===== config.mk =====
export PLATFORM = sky130hd
export DESIGN_NAME = imager_capture
export DESIGN_NICKNAME = d
export VERILOG_FILES = /design/src/rtl/imager_pkg.sv /design/src/rtl/imager_capture_fifo.sv /design/src/rtl/imager_capture.sv
export SDC_FILE = /design/constraint.sdc
export NUM_CORES = 1
export LEC_CHECK = 0
export BUFFER_PORTS_ARGS = -buffer_cell sky130_fd_sc_hd__buf_2
export CAP_MARGIN = 40
export CORE_MARGIN = 2
export CORE_UTILIZATION = 45
export DETAILED_ROUTE_END_ITERATION = 8
export GPL_TIMING_DRIVEN = 0
export PLACE_DENSITY = 0.65
export SLEW_MARGIN = 20
export SYNTH_ARGS = -nofsm -noshare
export SYNTH_HDL_FRONTEND = slang
export SYNTH_SLANG_ARGS = --single-unit

===== constraint.sdc =====
create_clock -name clk -period 5.3 [get_ports clk]
set_input_delay 1.325 -clock clk [delete_from_list [all_inputs] [get_ports clk]]
set_output_delay 1.325 -clock clk [all_outputs]
set_load 0.1 [all_outputs]

===== src/rtl/imager_pkg.sv =====
// Shared types and widths for the imager capture path.
// Widths here match the sim imager's pixel and geometry counters.
package imager_pkg;

    localparam int DATA_W  = 10;
    localparam int ROW_W   = 12;
    localparam int COL_W   = 12;
    localparam int FIFO_AW = 4;

    typedef enum logic [1:0] {
        ST_IDLE   = 2'd0,
        ST_ACTIVE = 2'd1,
        ST_DROP   = 2'd2
    } cap_state_t;

    typedef struct packed {
        logic              sof;
        logic              eol;
        logic [DATA_W-1:0] pixel;
    } cap_entry_t;

endpackage


===== src/rtl/imager_capture_fifo.sv =====
// Synchronous first-word-fall-through FIFO with occupancy count and flush.
// Head data reads as zero while empty so the stream outputs idle at 0.
module capture_fifo #(
    parameter int W  = 12,
    parameter int AW = 4
) (
    input  logic         clk,
    input  logic         reset_n,
    input  logic         i_flush,
    input  logic         i_push,
    input  logic [W-1:0] i_data,
    input  logic         i_pop,
    output logic [W-1:0] o_data,
    output logic         o_full,
    output logic         o_empty
);

    localparam int DEPTH = 1 << AW;

    logic [W-1:0]  r_mem [DEPTH];
    logic [AW-1:0] r_wr_ptr;
    logic [AW-1:0] r_rd_ptr;
    logic [AW:0]   r_count;
    logic          w_do_push;
    logic          w_do_pop;

    assign o_full    = (r_count == (AW+1)'(DEPTH));
    assign o_empty   = (r_count == '0);
    assign w_do_pop  = i_pop && !o_empty;
    // A pop in the same cycle frees the slot a full-FIFO push needs.
    assign w_do_push = i_push && (!o_full || w_do_pop);
    assign o_data    = o_empty ? '0 : r_mem[r_rd_ptr];

    always_ff @(posedge clk) begin
        if (w_do_push && !i_flush) begin
            r_mem[r_wr_ptr] <= i_data;
        end
    end

    always_ff @(posedge clk or negedge reset_n) begin
        if (!reset_n) begin
            r_wr_ptr <= '0;
            r_rd_ptr <= '0;
            r_count  <= '0;
        end else if (i_flush) begin
            r_wr_ptr <= '0;
            r_rd_ptr <= '0;
            r_count  <= '0;
        end else begin
            if (w_do_push) begin
                r_wr_ptr <= r_wr_ptr + 1'b1;
            end
            if (w_do_pop) begin
                r_rd_ptr <= r_rd_ptr + 1'b1;
            end
            r_count <= r_count + (AW+1)'(w_do_push)
                               - (AW+1)'(w_do_pop);
        end
    end

endmodule


===== src/rtl/imager_capture.sv =====
// Imager capture: frames fv/lv/dat into a tagged valid/ready pixel stream,
// buffers it, and measures frame geometry with sticky error flags.
module imager_capture
    import imager_pkg::*;
#(
    parameter int DATA_WIDTH      = DATA_W,
    parameter int NUM_ROWS_WIDTH  = ROW_W,
    parameter int NUM_COLS_WIDTH  = COL_W,
    parameter int FIFO_DEPTH_LOG2 = FIFO_AW
) (
    input  logic                      clk,
    input  logic                      reset_n,
    input  logic                      enable,
    input  logic [DATA_WIDTH-1:0]     dat,
    input  logic                      fv,
    input  logic                      lv,
    output logic [DATA_WIDTH-1:0]     out_data,
    output logic                      out_sof,
    output logic                      out_eol,
    output logic                      out_valid,
    input  logic                      out_ready,
    output logic                      frame_done,
    output logic [NUM_ROWS_WIDTH-1:0] rows_seen,
    output logic [NUM_COLS_WIDTH-1:0] cols_seen,
    output logic                      geometry_err,
    output logic                      overflow,
    input  logic                      err_clr
);

    localparam int EW = DATA_WIDTH + 2;

    cap_state_t                r_state;
    cap_state_t                w_state_nxt;
    logic                      r_fv_d;
    logic                      r_lv_d;
    logic                      r_hold_valid;
    logic [DATA_WIDTH-1:0]     r_hold_data;
    logic                      r_sof_pend;
    logic [NUM_COLS_WIDTH-1:0] r_col_cnt;
    logic [NUM_COLS_WIDTH-1:0] r_len0;
    logic [NUM_ROWS_WIDTH-1:0] r_row_cnt;

    logic                      w_fv_lv;
    logic                      w_fv_rise;
    logic                      w_fv_fall;
    logic                      w_start;
    logic                      w_cap;
    logic                      w_push;
    logic                      w_pop;
    logic                      w_full;
    logic                      w_empty;
    logic                      w_ovf;
    logic                      w_line_end;
    logic                      w_geo_set;
    logic                      w_done;
    logic [NUM_ROWS_WIDTH-1:0] w_row_nxt;
    logic [NUM_COLS_WIDTH-1:0] w_len0_nxt;
    logic [EW-1:0]             w_fifo_in;
    logic [EW-1:0]             w_fifo_out;

    assign w_fv_lv   = fv && lv;
    assign w_fv_rise = fv && !r_fv_d;
    assign w_fv_fall = !fv && r_fv_d;
    assign w_start   = enable && (r_state == ST_IDLE) && w_fv_rise;
    assign w_cap     = enable && w_fv_lv
                    && ((r_state == ST_ACTIVE) || w_start);
    assign w_push    = enable && (r_state == ST_ACTIVE) && r_hold_valid;
    assign w_pop     = out_valid && out_ready;
    assign w_ovf     = w_push && w_full && !w_pop;
    assign w_fifo_in = {r_sof_pend, !w_fv_lv, r_hold_data};

    // Line end is the first cycle the gated line-valid drops.
    assign w_line_end = enable && (r_state == ST_ACTIVE)
                     && r_lv_d && !w_fv_lv;
    assign w_row_nxt  = w_line_end
                      ? r_row_cnt + NUM_ROWS_WIDTH'(~&r_row_cnt)
                      : r_row_cnt;
    assign w_len0_nxt = (w_line_end && (r_row_cnt == '0))
                      ? r_col_cnt : r_len0;
    assign w_geo_set  = w_line_end && (r_row_cnt != '0)
                     && (r_col_cnt != r_len0);
    assign w_done     = enable && (r_state == ST_ACTIVE)
                     && w_fv_fall && !w_ovf;

    capture_fifo #(
        .W  (EW),
        .AW (FIFO_DEPTH_LOG2)
    ) u_fifo (
        .clk     (clk),
        .reset_n (reset_n),
        .i_flush (!enable),
        .i_push  (w_push),
        .i_data  (w_fifo_in),
        .i_pop   (w_pop),
        .o_data  (w_fifo_out),
        .o_full  (w_full),
        .o_empty (w_empty)
    );

    assign out_valid = !w_empty;
    assign out_sof   = w_fifo_out[EW-1];
    assign out_eol   = w_fifo_out[EW-2];
    assign out_data  = w_fifo_out[DATA_WIDTH-1:0];

    always_comb begin
        w_state_nxt = r_state;
        if (!enable) begin
            w_state_nxt = ST_IDLE;
        end else begin
            unique case (r_state)
                ST_IDLE: begin
                    if (w_fv_rise) w_state_nxt = ST_ACTIVE;
                end
                ST_ACTIVE: begin
                    if (w_fv_fall)  w_state_nxt = ST_IDLE;
                    else if (w_ovf) w_state_nxt = ST_DROP;
                end
                ST_DROP: begin
                    if (w_fv_fall) w_state_nxt = ST_IDLE;
                end
                default: w_state_nxt = ST_IDLE;
            endcase
        end
    end

    always_ff @(posedge clk or negedge reset_n) begin
        if (!reset_n) begin
            r_state      <= ST_IDLE;
            r_fv_d       <= 1'b0;
            r_lv_d       <= 1'b0;
            r_hold_valid <= 1'b0;
            r_hold_data  <= '0;
            r_sof_pend   <= 1'b0;
        end else begin
            r_state      <= w_state_nxt;
            r_fv_d       <= fv;
            r_lv_d       <= w_fv_lv;
            r_hold_valid <= w_cap;
            if (w_cap) begin
                r_hold_data <= dat;
            end
            if (w_start) begin
                r_sof_pend <= 1'b1;
            end else if (w_push) begin
                r_sof_pend <= 1'b0;
            end
        end
    end

    always_ff @(posedge clk or negedge reset_n) begin
        if (!reset_n) begin
            r_col_cnt    <= '0;
            r_row_cnt    <= '0;
            r_len0       <= '0;
            rows_seen    <= '0;
            cols_seen    <= '0;
            frame_done   <= 1'b0;
            geometry_err <= 1'b0;
            overflow     <= 1'b0;
        end else begin
            if (w_start || w_line_end) begin
                r_col_cnt <= NUM_COLS_WIDTH'(w_cap);
            end else if (w_cap) begin
                r_col_cnt <= r_col_cnt + NUM_COLS_WIDTH'(~&r_col_cnt);
            end
            r_row_cnt  <= w_start ? '0 : w_row_nxt;
            r_len0     <= w_start ? '0 : w_len0_nxt;
            frame_done <= w_done;
            if (w_done) begin
                rows_seen <= w_row_nxt;
                cols_seen <= w_len0_nxt;
            end
            if (w_geo_set)    geometry_err <= 1'b1;
            else if (err_clr) geometry_err <= 1'b0;
            if (w_ovf)        overflow <= 1'b1;
            else if (err_clr) overflow <= 1'b0;
        end
    end

endmodule

==> results of run 1 <==
[per-layer routing]
metal | part of all wire | up-vias | GRT usage | wire length, µm
met5 | 0.00055 | - | 0 | 13
met4 | 0.019 | 2 | 0.0486 | 448
met3 | 0.047 | 35 | 0.0272 | 1120
met2 | 0.51 | 150 | 0.311 | 12200
met1 | 0.42 | 3251 | 0.239 | 10000
li1 | - | 2866 | - | -
[worst reg2reg max path, stage by stage (launching register included)]
cell and delay [ns]:
dfrtp_1 0.39, inv_1 0.09, ha_1 0.17, or4b_4 0.52
and2_1 0.18, buf_2 0.16, ha_1 0.28, inv_1 0.04
ha_1 0.21, inv_1 0.07, fa_1 0.21, inv_1 0.05
a21oi_1 0.12, nor2_1 0.07, or3_1 0.34, and3_1 0.19
[state kept, by name (all words and copies together), names as in the netlist]
name and count:
r_col_cnt 12, geometry_err 1, r_hold_data 10, r_lv_d 1, overflow 1, u_fifo.r_mem 192
rows_seen 12, r_row_cnt 12, u_fifo.r_count 5, r_len0 12, u_fifo.r_rd_ptr 4, cols_seen 12
r_hold_valid 1, r_fv_d 1, r_sof_pend 1, frame_done 1, r_state 2, u_fifo.r_wr_ptr 4
[cells in the mapped netlist, types with 2 or more instances]
cell and instances:
o22ai_1 13, and2_1 17, nor2_1 64, nand3_1 14, dfrtp_1 92, nor3_1 2
mux2i_1 40, edfxtp_1 192, nand2b_1 2, a21oi_1 27, nor2b_1 5, nand4_1 14
mux4_2 48, buf_4 2, nand2_1 12, o21ai_0 5, inv_1 17, xor2_1 34
buf_2 19, mux2_2 10, a21o_1 2, and3_1 11, xnor2_1 6, nor4_1 6
and4_1 10, nor3b_1 2, ha_1 15, clkbuf_1 13
[how the worst min path moves through the flow]
stage | slack [ns] | endpoint | depth (start not counted) | startpoint
after floorplan | 0.53 | r_len0[11] | 2 | r_len0[11]
after global placement | 0.51 | cols_seen[10] | 2 | cols_seen[10]
after detailed placement | 0.51 | geometry_err | 2 | geometry_err
after CTS | 0.53 | geometry_err | 2 | geometry_err
after global routing | 0.57 | geometry_err | 2 | geometry_err
final | 0.53 | geometry_err | 2 | geometry_err
[final cells by class]
| type | count | area (µm²) | share of cell area |
|---|---|---|---|
| plain buffers | 36 | 190 | 0.0142 |
| clock buffers | 34 | 776 | 0.0577 |
| clock inverters | 22 | 264 | 0.0196 |
| inverters | 18 | 67.6 | 0.00503 |
| multi-input cells | 372 | 3360 | 0.250 |
| flip-flops and latches | 284 | 8070 | 0.600 |
| well taps | 330 | 413 | 0.0307 |
| repair buffers | 56 | 305 | 0.0227 |
[metrics by stage]
step | utilization | instances | total power [mW] | cell area (µm²) | worst slack [ns]
4_1_cts | 0.531 | 1152 | 6.83 | 13400 | 0.874
2_1_floorplan | - | 710 | 4.27 | 11700 | 1.18
5_1_grt | 0.531 | 1152 | 7.02 | 13400 | 0.796
6_report | 0.531 | 1152 | 6.77 | 13400 | 0.936
3_5_place_dp | 0.490 | 1096 | 4.67 | 12400 | 1.49
3_3_place_gp | 0.488 | 1095 | 4.62 | 12400 | 1.51
[power groups by stage]
stage	registers, mW	clock network (mW)	logic [mW]
detailed placement	2.75	0	1.92
finish	2.71	2.16	1.90
global route	2.73	2.29	2.00
global placement	2.74	0	1.88
CTS	2.71	2.20	1.93
floorplan	3.11	0	1.15
[kinds of logic (layout without fill, tap and decap cells)]
kind of cell             after synthesis  in the layout
flip-flops                           284            284
XOR/XNOR                              40             40
multiplexers                          98             98
adder cells (fa/ha/maj)               16             16
AO/OA/AOI/OAI                         50             50
buffers and inverters                 54            166
AND/OR/NAND/NOR                      168            168
==> results.py, run 1 <==
metrics = {
    "timing": {
        "rsz0062_at_grt": "false",
        "slew_headroom": 0.452,
        "tns_ns": 0,
        "max_freq_mhz": 229,
        "clock_skew_ns": 0.0105,
        "setup-violations-final": 0,
        "hold_violations": 0,
        "worst_pin_slew_ns": 0.822,
        "min_period_ns": 4.36,
        "fin_crit_sh": 0.823,
        "slew_viol_final": 0,
        "whs_ns": 0.530,
    },
    "worst_setup_path": {
        "r2r-start": "u_fifo.r_count[3]",
        "path_cells": "clkbuf_1 -> buf_2 -> buf_2 -> mux4_2 -> mux2i_1 -> o22ai_1 -> buf_2",
        "crit_top_cell": "buf_2",
        "reg2reg_depth": 15,
        "cp.depth": 7,
        "cp_top_family": "buffers and inverters",
        "end_kind": "output port",
        "required_ns": 3.97,
        "crit_path_top_delay_cell": "buf_2",
        "cp_max_fo": 10,
        "r2r_setup_slack_ns": 2.11,
        "cp_slowest_stage_delay_ns": 0.49,
        "path_class": "reg2out",
        "crit_buf_inv": 4,
        "crit_arrival_ns": 3.04,
        "crit_end": "out_data[7]",
        "startpoint": "u_fifo.r_rd_ptr[1]",
        "cp-start-kind": "flip-flop",
        "rr_endpoint": "u_fifo.r_count[4]",
    },
    "clock_network": {
        "path_clk_slew_ns": 0.06,
        "cts_resized": 0,
        "cts.path.max_buffers": 3,
        "numCtsBuffers": 30,
        "cts_sinks": 284,
        "cts-hold-fix-buffers": 0,
        "clk_latency_ns": 0.56,
        "cts_max_level": 1,
        "tritoncts": "yes",
        "post_cts_buffers": 0,
        "clockRootBuffer": "clkbuf_16",
    },
    "logic_synthesis": {
        "yosys-top-cells-area": "edfxtp_1, dfrtp_1, mux4_2, mux2i_1, xor2_1",
        "synth_mux_area_frac": 0.136,
        "ys_types": 44,
        "synth_fa_ha_area_frac": 0.0178,
        "yosys_register_bits": 284,
        "synth_simple_gate_area_frac": 0.0786,
        "synth_area_leader_cell": "edfxtp_1",
        "synth_edf_count": 192,
        "synth_compound_area_frac": 0.0244,
        "synth_xor_area_frac": 0.0300,
        "synth_cells": 710,
        "synth_top_area_share": 0.494,
        "seq_area_frac_synth": 0.691,
        "ys_async_sr_fraction": 0.324,
        "synth.net_count": 743,
        "ys.flop_type": "edfxtp_1",
        "synth_area_per_cell_um2": 16.5,
        "syn-cell-area_mm2": 0.0117,
        "synth_top_family_by_area": "multiplexers",
        "synth-warning-count": 0,
    },
    "placed_design": {
        "place.port_buffers": 55,
        "dp_hpwl_mm": 15.6,
        "gp_congestion": 0.803,
    },
    "power": {
        "pwr-share-comb": 0.281,
        "switching_share": 0.356,
        "intPower_mw": 4.36,
        "leakage_nw": 5.09,
        "switchingPower_mw": 2.41,
        "clockPowerShare": 0.318,
        "p_seq_frac": 0.400,
        "ir_drop_mv": 0.707,
        "power.density_mw_per_mm2": 504,
    },
    "floorplanning": {
        "die_area_mm2": 0.0273,
        "ios": 57,
        "rows": 58,
        "core-area_mm2": 0.0253,
        "die_h_um": 165,
        "die_w_um": 165,
        "start_util": 0.461,
    },
    "route": {
        "wirelength_mm": 23.8,
        "first_iter_violations": 480,
        "ant_nets": 0,
        "first_pass_iters": 5,
        "vias": 6304,
        "drcViolationCount": 0,
        "wl_per_cell_um": 20.7,
        "viasPerCell": 5.47,
    },
    "cells_and_area": {
        "syn2layout_area_growth_pct": 15.0,
        "final_common_cell": "edfxtp_1",
        "fillers": 2040,
        "final_cell_mix": "edfxtp_1, dfrtp_1, buf_2",
        "diodes": 0,
        "layout-drive-gt1-share": 0.229,
        "finish.net_count": 831,
    },
    "status": {
        "outcome": "completed",
    },
    "grt": {
        "grt_pass1_vias": 6730,
        "antenna_found_initial": 1,
        "grt_pass1_wl_mm": 36.9,
        "grt-ovfl-total": 0,
        "track_usage": 0.180,
        "grt_max_degree": 54,
    },
    "job": {
        "maxCapViolCount": 0,
    },
    "worst_hold_path": {
        "worstHoldPathType": "reg2reg",
    },
}
No activity file was read; power rests on OpenSTA's default activity.
==> inputs of run 2 (changes only) <==
--- a/config.mk
+++ b/config.mk
@@ -5,13 +5,14 @@
 export SDC_FILE = /design/constraint.sdc
 export NUM_CORES = 1
 export LEC_CHECK = 0
+export ABC_AREA = 1
 export BUFFER_PORTS_ARGS = -buffer_cell sky130_fd_sc_hd__buf_2
 export CAP_MARGIN = 40
 export CORE_MARGIN = 2
 export CORE_UTILIZATION = 45
 export DETAILED_ROUTE_END_ITERATION = 8
 export GPL_TIMING_DRIVEN = 0
-export PLACE_DENSITY = 0.65
+export PLACE_DENSITY = 0.64
 export SLEW_MARGIN = 20
 export SYNTH_ARGS = -nofsm -noshare
 export SYNTH_HDL_FRONTEND = slang
==> constraint.sdc (replaced) <==
create_clock -name clk -period 4.1 [get_ports clk]
set_input_delay 1.025 -clock clk [delete_from_list [all_inputs] [get_ports clk]]
set_output_delay 1.025 -clock clk [all_outputs]
set_load 0.1 [all_outputs]
==> results.py, run 2 <==
metrics = {
    "clock_network": {
        "tritoncts": "yes",
        "cts_max_level": 1,
        "numCtsBuffers": 29,
        "cts-hold-fix-buffers": 0,
        "clockRootBuffer": "clkbuf_16",
        "cts_sinks": 284,
        "cts.path.max_buffers": 3,
        "clk_latency_ns": 0.55,
        "cts_resized": 0,
        "post_cts_buffers": 0,
        "path_clk_slew_ns": 0.06,
    },
    "logic_synthesis": {
        "synth_top_area_share": 0.468,
        "yosys-top-cells-area": "edfxtp_1, dfrtp_1, nand2_1, nand3_1, nor2_1",
        "syn-cell-area_mm2": 0.0123,
        "synth_mux_area_frac": 0,
        "synth_commonest_cells": "nand2_1, edfxtp_1, dfrtp_1",
        "ys_async_sr_fraction": 0.324,
        "yosys_register_bits": 284,
        "yosysMostFrequentCell": "nand2_1",
        "synth_fa_ha_area_frac": 0.0169,
        "synth_area_per_cell_um2": 10.0,
        "synth_compound_area_frac": 0.0533,
        "synth_edf_count": 192,
        "synth.net_count": 1266,
        "ys.flop_type": "edfxtp_1",
        "synth_area_leader_cell": "edfxtp_1",
        "synth_cells": 1233,
        "synth-warning-count": 0,
        "synth_top_family_by_area": "simple AND/OR/NAND/NOR gates",
        "seq_area_frac_synth": 0.655,
        "synth_simple_gate_area_frac": 0.228,
        "synth_xor_area_frac": 0.00497,
        "ys_types": 32,
    },
    "cells_and_area": {
        "syn2layout_area_growth_pct": 14.9,
        "finish.net_count": 1372,
        "largest_reg_flops": 192,
        "layout-drive-gt1-share": 0.120,
        "final_common_cell": "nand2_1",
        "top_register": "u_fifo.r_mem",
        "final_cell_mix": "nand2_1, edfxtp_1, dfrtp_1",
    },
    "grt": {
        "grt_pass1_wl_mm": 48.2,
        "antenna_found_initial": 1,
        "grt_pass1_vias": 8724,
        "track_usage": 0.219,
        "grt-ovfl-total": 0,
        "grt_max_degree": 73,
    },
    "route": {
        "first_pass_iters": 5,
        "vias": 8948,
        "first_iter_violations": 668,
        "wirelength_mm": 30.5,
        "wl_per_cell_um": 17.9,
        "drcViolationCount": 0,
        "viasPerCell": 5.26,
        "ant_nets": 0,
    },
    "timing": {
        "fin_crit_sh": 0.945,
        "clock_skew_ns": 0.0167,
        "max_freq_mhz": 258,
        "slew_headroom": 0.420,
        "worst_pin_slew_ns": 0.870,
        "whs_ns": 0.333,
        "hold_violations": 0,
        "slew_viol_final": 0,
        "min_period_ns": 3.88,
        "setup-violations-final": 0,
        "rsz0062_at_grt": "false",
        "tns_ns": 0,
    },
    "power": {
        "switchingPower_mw": 3.18,
        "power.density_mw_per_mm2": 598,
        "switching_share": 0.375,
        "clockPowerShare": 0.303,
        "p_seq_frac": 0.417,
        "leakage_nw": 6.10,
        "pwr-share-comb": 0.279,
        "ir_drop_mv": 0.358,
        "intPower_mw": 5.29,
    },
    "floorplanning": {
        "start_util": 0.457,
        "rows": 60,
        "core-area_mm2": 0.0270,
        "die_area_mm2": 0.0287,
        "die_h_um": 170,
        "ios": 57,
        "die_w_um": 170,
    },
    "placed_design": {
        "dp_hpwl_mm": 21.0,
        "gp_congestion": 0.870,
        "place.port_buffers": 56,
    },
    "job": {
        "maxCapViolCount": 0,
    },
    "worst_setup_path": {
        "required_ns": 3.07,
        "end_kind": "output port",
        "cp_top_family": "buffers and inverters",
        "cp-start-kind": "flip-flop",
        "crit_arrival_ns": 2.85,
        "path_cells": "buf_2 -> inv_2 -> clkbuf_1 -> nand2_1 -> nand2_1 -> a21oi_1 -> o211ai_1 -> nand2_1 -> nor2_2 -> buf_2",
        "crit_buf_inv": 4,
        "crit_path_top_delay_cell": "clkbuf_1",
        "cp_slowest_stage_delay_ns": 0.46,
        "path_class": "reg2out",
        "crit_top_cell": "nand2_1",
        "cp_max_fo": 10,
    },
    "worst_hold_path": {
        "worstHoldPathType": "in2async",
    },
    "status": {
        "outcome": "completed",
    },
}
-- run 2: stage by stage --
stage	power (mW)	setup WS (ns)	util	cells	area, µm²
after detailed placement	5.95	0.742	0.490	1645	13200
final	8.47	0.224	0.525	1702	14200
after global routing	8.85	0.0400	0.525	1701	14200
after global placement	5.92	0.725	0.484	1630	13100
after CTS	8.51	0.164	0.523	1697	14100
after floorplan	5.26	0.282	-	1233	12300
-- run 2: metal layers --
layer / track usage / part of all wire / vias to the layer above
met5: 0 / 0 / -
met4: 0.0725 / 0.034 / 0
met3: 0.0317 / 0.056 / 66
met2: 0.364 / 0.48 / 305
met1: 0.296 / 0.43 / 4237
li1: - / - / 4340
-- run 2: final timing paths --
kind | slack, ns | start | to | cells after the start
max | 0.22 | u_fifo.r_rd_ptr[0] | out_data[7] | 10
min | 0.33 | reset_n | r_len0[7] | 1
max reg2reg | 1.17 | u_fifo.r_count[2] | u_fifo.r_count[4] | 17
min reg2reg | 0.48 | cols_seen[2] | cols_seen[2] | 2
max in group asynchronous | 3.16 | reset_n | u_fifo.r_rd_ptr[3] | 2
min in group clk | 0.48 | cols_seen[2] | cols_seen[2] | 2
-- run 2: area by class of cell --
type                    instances  area, µm²
well taps                     341        427
inverters                      76        285
fillers                      2383      12800
plain buffers                  51        243
repair buffers                 75        464
clock buffers                  40        777
flip-flops and latches        284       8070
diodes                          1       2.50
multi-input cells             822       3750
clock inverters                12        136
-- run 2: cells by family (layout without fill, tap and decap cells) --
family,Yosys count,count (layout)
simple gates,681,681
buf+inv,127,254
fa+ha+maj,16,16
flops,284,284
other cells,0,1
compound gates,118,118
xor+xnor,7,7
-- run 2: power groups by stage --
stage	clock network, mW	registers [mW]	logic (mW)
after floorplan	0	3.71	1.55
after global placement	0	3.60	2.31
after detailed placement	0	3.61	2.34
after CTS	2.60	3.55	2.35
after global routing	2.73	3.56	2.56
final	2.57	3.54	2.37
